File: src/rtl/alu_sequencer_if.sv
// Command/result handshake bundle for alu_sequencer.
// The slave modport is the sequencer side and the master modport is the requester side.
interface alu_sequencer_if #(
    parameter int m = 4,
    parameter int n = 2
);
    logic         i_valid;
    logic         o_ready;
    logic [1:0]   i_op;
    logic [m-1:0] i_argA;
    logic [m-1:0] i_argB;
    logic         o_valid;
    logic         i_ack;
    logic [m-1:0] o_result;
    logic [n-1:0] o_status;
    logic         o_busy;
    logic [7:0]   o_count;

    modport slave (
        input  i_valid, i_op, i_argA, i_argB, i_ack,
        output o_ready, o_valid, o_result, o_status, o_busy, o_count
    );

    modport master (
        output i_valid, i_op, i_argA, i_argB, i_ack,
        input  o_ready, o_valid, o_result, o_status, o_busy, o_count
    );
endinterface

File: src/rtl/alu_sequencer.sv
// Three-state command sequencer around a small ALU (SUB, LT, SETBIT, SM2U2).
// Every output is a register; the result is held until the requester acknowledges it.
module alu_sequencer #(
    parameter int m = 4,
    parameter int n = 2
) (
    input  logic           i_clk,
    input  logic           i_rst_n,
    alu_sequencer_if.slave bus
);

    localparam logic [1:0] S_IDLE = 2'd0;
    localparam logic [1:0] S_EXEC = 2'd1;
    localparam logic [1:0] S_HOLD = 2'd2;

    localparam logic [1:0] OP_SUB    = 2'b00;
    localparam logic [1:0] OP_LT     = 2'b01;
    localparam logic [1:0] OP_SETBIT = 2'b10;
    localparam logic [1:0] OP_SM2U2  = 2'b11;

    logic [1:0]   state_q, state_d;
    logic [1:0]   op_q, op_d;
    logic [m-1:0] a_q, a_d;
    logic [m-1:0] b_q, b_d;
    logic [m-1:0] result_q, result_d;
    logic [n-1:0] status_q, status_d;
    logic         ready_q, ready_d;
    logic         valid_q, valid_d;
    logic         busy_q, busy_d;
    logic [7:0]   count_q, count_d;

    // Returns {result, status}; status 2'b11 is never produced.
    function automatic logic [m+1:0] alu_eval(
        input logic [1:0]   op,
        input logic [m-1:0] a,
        input logic [m-1:0] b
    );
        logic [m-1:0] r;
        logic [1:0]   s;
        logic [m-1:0] one;
        one = {{(m-1){1'b0}}, 1'b1};
        r   = {m{1'b0}};
        s   = 2'b00;
        case (op)
            OP_SUB: begin
                r = a - b;
                s = (a < b) ? 2'b01 : 2'b00;
            end
            OP_LT: begin
                r = (a < b) ? one : {m{1'b0}};
                s = 2'b00;
            end
            OP_SETBIT: begin
                if (32'(b) < 32'(m)) begin
                    r = a | (one << b);
                    s = 2'b00;
                end else begin
                    r = {m{1'b0}};
                    s = 2'b10;
                end
            end
            OP_SM2U2: begin
                if (a[m-1] == 1'b0) begin
                    r = a;
                    s = 2'b00;
                end else if (a[m-2:0] != {(m-1){1'b0}}) begin
                    r = {m{1'b0}} - {1'b0, a[m-2:0]};
                    s = r[m-1] ? 2'b01 : 2'b00;
                end else begin
                    // negative zero has no unsigned image
                    r = {m{1'b0}};
                    s = 2'b10;
                end
            end
            default: begin
                r = {m{1'b0}};
                s = 2'b00;
            end
        endcase
        return {r, s};
    endfunction

    // Next-state and datapath decode for the IDLE/EXEC/HOLD sequence.
    always_comb begin
        state_d  = state_q;
        op_d     = op_q;
        a_d      = a_q;
        b_d      = b_q;
        result_d = result_q;
        status_d = status_q;
        count_d  = count_q;
        case (state_q)
            S_IDLE: begin
                if (ready_q && bus.i_valid) begin
                    op_d    = bus.i_op;
                    a_d     = bus.i_argA;
                    b_d     = bus.i_argB;
                    state_d = S_EXEC;
                end else begin
                    state_d = S_IDLE;
                end
            end
            S_EXEC: begin
                {result_d, status_d} = alu_eval(op_q, a_q, b_q);
                state_d              = S_HOLD;
            end
            S_HOLD: begin
                if (valid_q && bus.i_ack) begin
                    count_d = count_q + 8'd1;
                    state_d = S_IDLE;
                end else begin
                    state_d = S_HOLD;
                end
            end
            default: begin
                state_d = S_IDLE;
            end
        endcase
        // o_valid rises one edge into HOLD, so a result is valid two edges after acceptance
        ready_d = (state_d == S_IDLE);
        valid_d = (state_q == S_HOLD) && (state_d == S_HOLD);
        busy_d  = (state_d != S_IDLE);
    end

    // State and output registers with synchronous active-low reset.
    always_ff @(posedge i_clk) begin
        if (!i_rst_n) begin
            state_q  <= S_IDLE;
            op_q     <= 2'b00;
            a_q      <= {m{1'b0}};
            b_q      <= {m{1'b0}};
            result_q <= {m{1'b0}};
            status_q <= {n{1'b0}};
            ready_q  <= 1'b0;
            valid_q  <= 1'b0;
            busy_q   <= 1'b0;
            count_q  <= 8'd0;
        end else begin
            state_q  <= state_d;
            op_q     <= op_d;
            a_q      <= a_d;
            b_q      <= b_d;
            result_q <= result_d;
            status_q <= status_d;
            ready_q  <= ready_d;
            valid_q  <= valid_d;
            busy_q   <= busy_d;
            count_q  <= count_d;
        end
    end

    assign bus.o_ready  = ready_q;
    assign bus.o_valid  = valid_q;
    assign bus.o_result = result_q;
    assign bus.o_status = status_q;
    assign bus.o_busy   = busy_q;
    assign bus.o_count  = count_q;

endmodule

File: src/flat_wrapper.sv
// flat-port wrapper written by rule: the top's interface ports become plain ports
module alu_sequencer_flat 
#(
    parameter int m = 4,
    parameter int n = 2
)
  (i_clk, i_rst_n, bus_i_valid, bus_i_op, bus_i_argA, bus_i_argB, bus_i_ack, bus_o_ready, bus_o_valid, bus_o_result, bus_o_status, bus_o_busy, bus_o_count);
  alu_sequencer_if #(.m(m), .n(n)) bus_i ();
  input  logic i_clk;
  input  logic i_rst_n;
  input wire logic [$bits(bus_i.i_valid)-1:0] bus_i_valid;
  input wire logic [$bits(bus_i.i_op)-1:0] bus_i_op;
  input wire logic [$bits(bus_i.i_argA)-1:0] bus_i_argA;
  input wire logic [$bits(bus_i.i_argB)-1:0] bus_i_argB;
  input wire logic [$bits(bus_i.i_ack)-1:0] bus_i_ack;
  output wire logic [$bits(bus_i.o_ready)-1:0] bus_o_ready;
  output wire logic [$bits(bus_i.o_valid)-1:0] bus_o_valid;
  output wire logic [$bits(bus_i.o_result)-1:0] bus_o_result;
  output wire logic [$bits(bus_i.o_status)-1:0] bus_o_status;
  output wire logic [$bits(bus_i.o_busy)-1:0] bus_o_busy;
  output wire logic [$bits(bus_i.o_count)-1:0] bus_o_count;
  assign bus_i.i_valid = bus_i_valid;
  assign bus_i.i_op = bus_i_op;
  assign bus_i.i_argA = bus_i_argA;
  assign bus_i.i_argB = bus_i_argB;
  assign bus_i.i_ack = bus_i_ack;
  assign bus_o_ready = bus_i.o_ready;
  assign bus_o_valid = bus_i.o_valid;
  assign bus_o_result = bus_i.o_result;
  assign bus_o_status = bus_i.o_status;
  assign bus_o_busy = bus_i.o_busy;
  assign bus_o_count = bus_i.o_count;
  alu_sequencer #(.m(m), .n(n)) u_core (.i_clk(i_clk), .i_rst_n(i_rst_n), .bus(bus_i));
endmodule
File: config.mk
export PLATFORM = sky130hd
export DESIGN_NAME = alu_sequencer_flat
export DESIGN_NICKNAME = d
export VERILOG_FILES = /design/src/rtl/alu_sequencer_if.sv /design/src/rtl/alu_sequencer.sv /design/src/flat_wrapper.sv
export SDC_FILE = /design/constraint.sdc
export NUM_CORES = 1
export LEC_CHECK = 0
export CORE_UTILIZATION = 50
export CTS_CLUSTER_DIAMETER = 150
export DETAILED_ROUTE_END_ITERATION = 6
export PLACE_DENSITY = 0.76
export SETUP_SLACK_MARGIN = 0.1
export SKIP_CTS_REPAIR_TIMING = 1
export SLEW_MARGIN = 20
export SYNTH_ARGS = -nofsm -noshare
export SYNTH_HDL_FRONTEND = slang
export SYNTH_SLANG_ARGS = --single-unit
File: constraint.sdc
create_clock -name i_clk -period 4.2 [get_ports i_clk]
set_input_delay 0.42 -clock i_clk [delete_from_list [all_inputs] [get_ports i_clk]]
set_output_delay 0.42 -clock i_clk [all_outputs]
set_load 0.03 [all_outputs]
Word level (Yosys, flattened, before mapping)
Cells that the tools add are included.
W data, S select, Z words.
Storage, ports and cells
  flip-flop bits (word level): 29
  word-level logic and storage cells: 47
  output and inout port bits: 17
  input port bits: 14
Cells by class
  order comparisons: 2
  reductions and logical operators: 10
  equality and inequality tests: 6
  add/subtract/negate cells: 3
  shift operators: 1
  bitwise logic cells: 1
  muxes and demuxes: 14
Operator list (count)
  $pmux W4 S4: 1
  $mux W4: 3
  $add A8 B1 Y8 const B: 1
  $eq A2 B2 Y1 const B: 4
  $mux W2: 4
  $pmux W2 S4: 1
  $logic_not A2 Y1: 3
  $pmux W2 S3: 1
  $eq A2 B1 Y1 const B: 2
  $lt A4 B3 Y1 const B: 1
  $lt A4 B4 Y1: 1
  $mux W1: 4
  $or A4 B4 Y4: 1
  $reduce_and A2 Y1: 2
  $shl A1 B4 Y4 const A: 1
  $sub A1 B3 Y4 const A: 1
  $sub A4 B4 Y4: 1
  $logic_and A1 B1 Y1: 3
  $reduce_bool A3 Y1: 1
  $reduce_bool A2 Y1: 1

Longest topological paths before layout
Gate-level depths: netlist of the first run.
  word-level depth: 5
  mapped depth: 8
  gate-level depth less buffers: 8

Worst setup path after synthesis of the first run
OpenSTA, ideal clock, no wires.
  path kind: reg2reg
  start point: register u_core.b_q[0]
  end point: register u_core.result_q[0], in the netlist u_core.bus.o_result[0]
  buffers on the path: 0
  cell stages (with the launch flop): 8
  slack: 2.657 ns
  arrival: 1.464 ns
  period minus slack after synthesis: 1.543 ns
  setup time: 0.079 ns
  data required time: 4.121 ns
  cells stage by stage: dfxtp_1 -> ha_1 -> inv_1 -> fa_1 -> a21o_1 -> a21oi_1 -> nand4_1 -> o211ai_1
On the way
  cells in the longest elaborated chain, start to end: 4
  elaborated cells on any way between the ends: 8
  those cells by class: 1 x add/sub; 2 x order compare; 1 x shift; 3 x mux; 1 x bitwise
Ends and longest elaborated chain
  start: declaration: line alu_sequencer.sv:24  | logic [m-1:0] b_q, b_d;
  start signal: assignment: line alu_sequencer.sv:131  | b_q <= {m{1'b0}};
  branches (longest 3 deep; another with $lt A4 B3 Y1)
  $pmux W4 S4 (*): line alu_sequencer.sv:44  | case (op)
  end signal: assignment: line alu_sequencer.sv:132  | result_q <= {m{1'b0}};
  end signal: assignment: line alu_sequencer.sv:143  | result_q <= result_d;
  end: declaration: line alu_sequencer.sv:25  | logic [m-1:0] result_q, result_d;
Mark *: on every way between the ends.
A chain may end at the register's enable or synchronous reset.

Worst setup path in the final report of the first run
  start point: register u_core.count_q[3], in the netlist u_core.bus.o_count[3]
  end point: output port bus_o_count[3]
RTL lines
  start: declaration: line alu_sequencer.sv:30  | logic [7:0] count_q, count_d;
  start signal: assignment: line alu_sequencer.sv:148  | count_q <= count_d;
  end: declaration: line flat_wrapper.sv:21  | output wire logic [$bits(bus_i.o_count)-1:0] bus_o_count;
No word-level cell between the ends.

==> results.toml, run 1 <==
[run_status]
outcome = "finished with violations"
violations = "design-rule violations"

[timing]
layout_min_cycle_time_ns = 1.87
final.setup.worst_slack_ns = 2.33
max_freq_mhz = 535
finClkSkew_ns = 0.00685
rsz0062_at_grt = "no"
period_share = 0.445
hold_violations = 0
tightestPinTransition_ns = 0.840
tns_ns = 0
setup_violations = 0
max-slew-margin-rel = 0.438
drv_slew = 0

[critical_path]
critPathLaunchType = "flip-flop"
critical_path_required_ns = 3.78
path_class = "reg -> out"
rr_endpoint = "u_core.bus.o_result[0]"
slowest_delay_ns = 0.70
reg2reg_slack_ns = 2.45
reg2regPathDepth = 8
cp_top_family = "buffers and inverters"
cp-end-kind = "output port"
cp_max_fo = 7
path_buf_inv = 1
crit-reg2reg-launch = "u_core.a_q[0]"
slowest_stage = "clkdlybuf4s50_1"
crit_chain = "clkdlybuf4s50_1"
cp.arrival_ns = 1.45

[place]
place.port_buffers = 30
gp_congestion = 0.875
place_ws_ns = 2.20
post_dp_cell_area_sq_um = 1820
hpwl_mm = 2.38

[final_layout]
n_fill_cell = 245
areaGrowthSynthToFinish_pct = 25.1
final_area_sq_um = 1910
drive_gt1_frac = 0.0628
final_core_util = 0.674
diodes = 0
final_nets = 228

[synthesis]
synth_area_sq_um = 1520
synth_area_leaders = "dfxtp_1, nand2_1, a21boi_0"
ys_warn_count = 0
synth_fa_ha_area_frac = 0.0706
syn_inst = 178
yosysSeqAreaShare = 0.381
synthSimpleGateAreaFrac = 0.275
yosysTopAreaCell = "dfxtp_1"
synth_top_family_by_area = "simple AND/OR/NAND/NOR gates"
synth_mux_area_frac = 0.00657
synth_compound_gate_area_share = 0.177
synth.avg_cell_area_sq_um = 8.56
synth.net_count = 200
synth_cell_type_count = 38
yosys.area.top_type_share = 0.381
synth-xor-area-share = 0.0402
ys_seq_elements = 29

[clock_tree]
clock_sinks = 29
clockBufferDepth = 2
cts.reportedPaths.clkPinSlew_ns = 0.09
numCtsBuffers = 5
htreeDepth = 2
cts_tree = "done"
cts_root_buf = "clkbuf_4"
clk_latency_ns = 0.32

[worst_hold_path]
hp-class = "reg -> reg"
min_from = "u_core.bus.o_status[1]"
min_path_cells = 2
min_to = "u_core.bus.o_status[1]"

[global_route]
track_usage = 0.218
grt_pass1_wl_mm = 5.48
first_global_vias = 1224
grt_max_degree = 32
antenna_found_initial = 0
grt-ovfl-total = 0

[die]
row_count = 19
die_h_microns = 57.2
die_area_sq_um = 3270
start_util = 0.539
fp.dieW_microns = 57.2
io_pins = 31
core_sq_um = 2830

[route]
vias = 1310
dr.pass1.iters = 6
routedWlPerCell_microns = 13.7
drt_wl_total_mm = 3.26
drt_iter0_drc = 56
detail-route-antenna-nets = 0
drc = 4
via_per_inst = 5.50

[flow_run]
maxCapViolCount = 0

[pwr]
p_leak_nw = 0.732
ir_drop_mv = 0.202
power.density_nw_per_um2 = 335
synth_stat cells, drive strengths merged:
cell type	instances
dfxtp	29
nand2	28
a21boi	14
a21oi	10
and2	9
inv	9
o21ai	9
ha	7
nor3	6
buf	5
nand3	5
nor2	5
and3	4
clkbuf	4
nand4	4
xnor2	4
nand3b	3
nor2b	3
xor2	3
a31oi	2
nand2b	2
a21o	1
a31o	1
a41oi	1
and4b	1
fa	1
mux2i	1
nand4b	1
nor4	1
nor4b	1
o2111ai	1
o211ai	1
o41ai	1
or3	1
worst max-delay path by stage:
stage / to / from / depth (start not counted)
floorplan: u_core.bus.o_result[0] / u_core.b_q[0] / 7
global placement: u_core.bus.o_result[0] / i_rst_n / 3
detailed placement: u_core.bus.o_result[0] / i_rst_n / 3
CTS: bus_o_count[3] / u_core.bus.o_count[3] / 1
global route: bus_o_count[3] / u_core.bus.o_count[3] / 1
finish: bus_o_count[3] / u_core.bus.o_count[3] / 1
through the flow:
stage | hold slack [ns] | cells | power, mW
floorplan | 0.470 | 178 | 0.369
global placement | 0.454 | 230 | 0.400
detailed placement | 0.470 | 230 | 0.405
CTS | 0.481 | 238 | 0.643
global route | 0.512 | 238 | 0.675
finish | 0.475 | 238 | 0.639
kinds of logic (layout without fill, tap and decap cells):
logic type      count (synthesis)  in the layout
compound gates                 41             41
buf+inv                        18             47
fa+ha+maj                       8              8
flops                          29             29
simple gates                   74             74
xor+xnor                        7              7
mux                             1              1
sequential cells by signal, indices dropped and copies added (netlist names):
| name | flops |
|---|---|
| u_core.state_q | 2 |
| u_core.op_q | 2 |
| u_core.a_q | 4 |
| u_core.bus.o_result | 4 |
| u_core.bus.o_busy | 1 |
| u_core.bus.o_valid | 1 |
| u_core.bus.o_status | 2 |
| u_core.bus.o_ready | 1 |
| u_core.b_q | 4 |
| u_core.bus.o_count | 8 |
layout by cell type, fill, tap and decap left out, drive strengths merged:
| cell type | netlist | final |
|---|---|---|
| a21boi | 14 | 14 |
| a21o | 1 | 1 |
| a21oi | 10 | 10 |
| a31o | 1 | 1 |
| a31oi | 2 | 2 |
| a41oi | 1 | 1 |
| and2 | 9 | 9 |
| and3 | 4 | 4 |
| and4b | 1 | 1 |
| bufinv | 0 | 1 |
| clkbuf | 4 | 7 |
| clkdlybuf4s50 | 0 | 30 |
| dfxtp | 29 | 29 |
| fa | 1 | 1 |
| ha | 7 | 7 |
| inv | 9 | 9 |
| mux2i | 1 | 1 |
| nand2 | 28 | 28 |
| nand2b | 2 | 2 |
| nand3 | 5 | 5 |
| nand3b | 3 | 3 |
| nand4 | 4 | 4 |
| nand4b | 1 | 1 |
| nor2 | 5 | 5 |
| nor2b | 3 | 3 |
| nor3 | 6 | 6 |
| nor4 | 1 | 1 |
| nor4b | 1 | 1 |
| o2111ai | 1 | 1 |
| o211ai | 1 | 1 |
| o21ai | 9 | 9 |
| o41ai | 1 | 1 |
| or3 | 1 | 1 |
| xnor2 | 4 | 4 |
| xor2 | 3 | 3 |
power by group:
group | leakage, nW | internal [mW] | switching (mW)
Sequential | 0.235 | 0.286 | 0.0152
Clock | 0.0455 | 0.142 | 0.0976
Combinational | 0.451 | 0.0470 | 0.0516
Total | 0.732 | 0.475 | 0.164
cell type report:
| class | count | area, sq um | area share |
|---|---|---|---|
| clock buffers | 7 | 55.1 | 0.0289 |
| inverters | 9 | 33.8 | 0.0177 |
| repair buffers | 30 | 300 | 0.157 |
| flip-flops and latches | 29 | 581 | 0.304 |
| well taps | 31 | 38.8 | 0.0203 |
| clock inverters | 1 | 30.0 | 0.0157 |
| multi-input cells | 131 | 868 | 0.455 |
per-layer routing:
layer | GRT usage | wire [microns] | share of wire | vias to the layer above
met4 | 0.0871 | 46 | 0.014 | 0
met5 | 0 | 0 | 0 | -
met3 | 0.0635 | 206 | 0.063 | 8
met2 | 0.333 | 1440 | 0.44 | 49
li1 | - | - | - | 670
met1 | 0.292 | 1570 | 0.48 | 583
Note: power is estimated with default switching activity, not from simulation.
==> run 2: changes to the inputs <==
- clock period: 4.2 -> 1.8 ns (I/O delays scaled with it)
==> run 2 against run 1 <==
  * Largest cell class unchanged
  * Largest power group unchanged
  * Design area increased by 1.2%
  * Hold slack got worse by 0.069 ns
  * Clock-buffer cell count unchanged
  * Die area unchanged
  * Highest routed layer unchanged
  * The flow still finishes with violations (design-rule violations)
  * Via count is 3.1% higher
  * Critical endpoint is now bus_o_count[2]
  * Worst setup slack lost 2.2 ns
  * First-iteration DRC count grew 20%
  * Register-to-register slack got worse by 2.2 ns
  * Critical path depth stayed put
  * Power grew 110%
  * Combinational power rose to 2.6 times the previous value
  * Sequential share of layout area is 0.25 points lower
==> results.toml, run 2 (same netlist as run 1, synthesis figures left out) <==
[run_status]
outcome = "finished with violations"
violations = "design-rule violations"

[route]
dr_wl_met2_mm = 1.53
route.met3.wl_microns = 196
detail-route-antenna-nets = 0
dr.pass1.iters = 6
vias = 1350
drt_iter0_drc = 67
top_layer = "met4"
drt_wl_total_mm = 3.37
drc = 4
drt-met1-wl_mm = 1.60
via_per_inst = 5.56
routedWlPerCell_microns = 13.9

[flow_run]
maxCapViolCount = 0

[die]
die_h_microns = 57.2
fp.dieW_microns = 57.2
row_count = 19
start_util = 0.539
io_pins = 31
die_area_sq_um = 3270
core_sq_um = 2830

[final_layout]
final_nets = 234
diodes = 0
final_core_util = 0.682
mostFrequentLayoutCells = "clkdlybuf4s50_1, nand2_1, dfxtp_1"
areaGrowthSynthToFinish_pct = 26.7
final_area_sq_um = 1930
drive_gt1_frac = 0.104
mostFrequentLayoutCell = "clkdlybuf4s50_1"
largest_register_ff_count = 8
instances_no_fill = 243

[timing]
period_share = 0.909
layout_min_cycle_time_ns = 1.64
finClkSkew_ns = 0.00582
tns_ns = 0
fin_hold_ws_ns = 0.406
tightestPinTransition_ns = 0.447
rsz0062_at_grt = "no"
drv_slew = 0
hold_violations = 0
setup_violations = 0
max-slew-margin-rel = 0.701
final.setup.worst_slack_ns = 0.164
max_freq_mhz = 611

[critical_path]
cp_max_fo = 5
cp_top_family = "buffers and inverters"
slowest_stage = "clkdlybuf4s50_1"
path_class = "reg -> out"
slowest_delay_ns = 0.70
path_buf_inv = 1
critPathLaunchType = "flip-flop"
cp-end-kind = "output port"
crit_chain = "clkdlybuf4s50_1"
cp.arrival_ns = 1.46
critical_path_required_ns = 1.62

[place]
post_dp_cell_area_sq_um = 1870
hpwl_mm = 2.49
gp_congestion = 0.950
post-place-cells = 236
place_ws_ns = 0.113
place.port_buffers = 30

[pwr]
ir_drop_mv = 0.485
p_leak_nw = 0.749
fin_total_pwr_mw = 1.35
power.density_nw_per_um2 = 701

[global_route]
grt_pass1_wl_mm = 5.67
track_usage = 0.229
grt-ovfl-total = 0
antenna_found_initial = 0
first_global_vias = 1239
grt_max_degree = 13

[worst_hold_path]
hp-class = "in -> reg"

[clock_tree]
clock_sinks = 29
cts.reportedPaths.clkPinSlew_ns = 0.09
clockBufferDepth = 2
cts_root_buf = "clkbuf_4"
cts_tree = "done"
numCtsBuffers = 5
clk_latency_ns = 0.33
htreeDepth = 2
[run 2: layout make-up]
type | count | area (sq um)
Sequential cell | 29 | 583
Multi-Input combinational cell | 131 | 875
Tap cell | 31 | 38.8
Clock buffer | 7 | 55.1
Inverter | 9 | 33.8
Fill cell | 229 | 898
Timing Repair Buffer | 36 | 345
[run 2: layer usage]
layer,GRT usage,up-vias
met1,0.310,613
li1,-,681
met2,0.339,50
met5,0,-
met3,0.0816,6
met4,0.0767,0
[run 2: final timing paths]
kind	from	to	slack (ns)	cells past startpoint
setup / recovery	u_core.bus.o_count[2]	bus_o_count[2]	0.16	1
hold / removal	bus_i_argB[1]	u_core.b_q[1]	0.41	3
setup reg to reg	u_core.a_q[0]	u_core.bus.o_result[0]	0.21	8
hold reg to reg	u_core.bus.o_status[1]	u_core.bus.o_status[1]	0.46	2
[run 2: power by group]
| part | total, mW | internal (mW) | switching [mW] |
|---|---|---|---|
| clock network | 0.404 | 0.184 | 0.220 |
| registers | 0.697 | 0.668 | 0.0293 |
| logic | 0.253 | 0.121 | 0.132 |
| total | 1.35 | 0.972 | 0.381 |
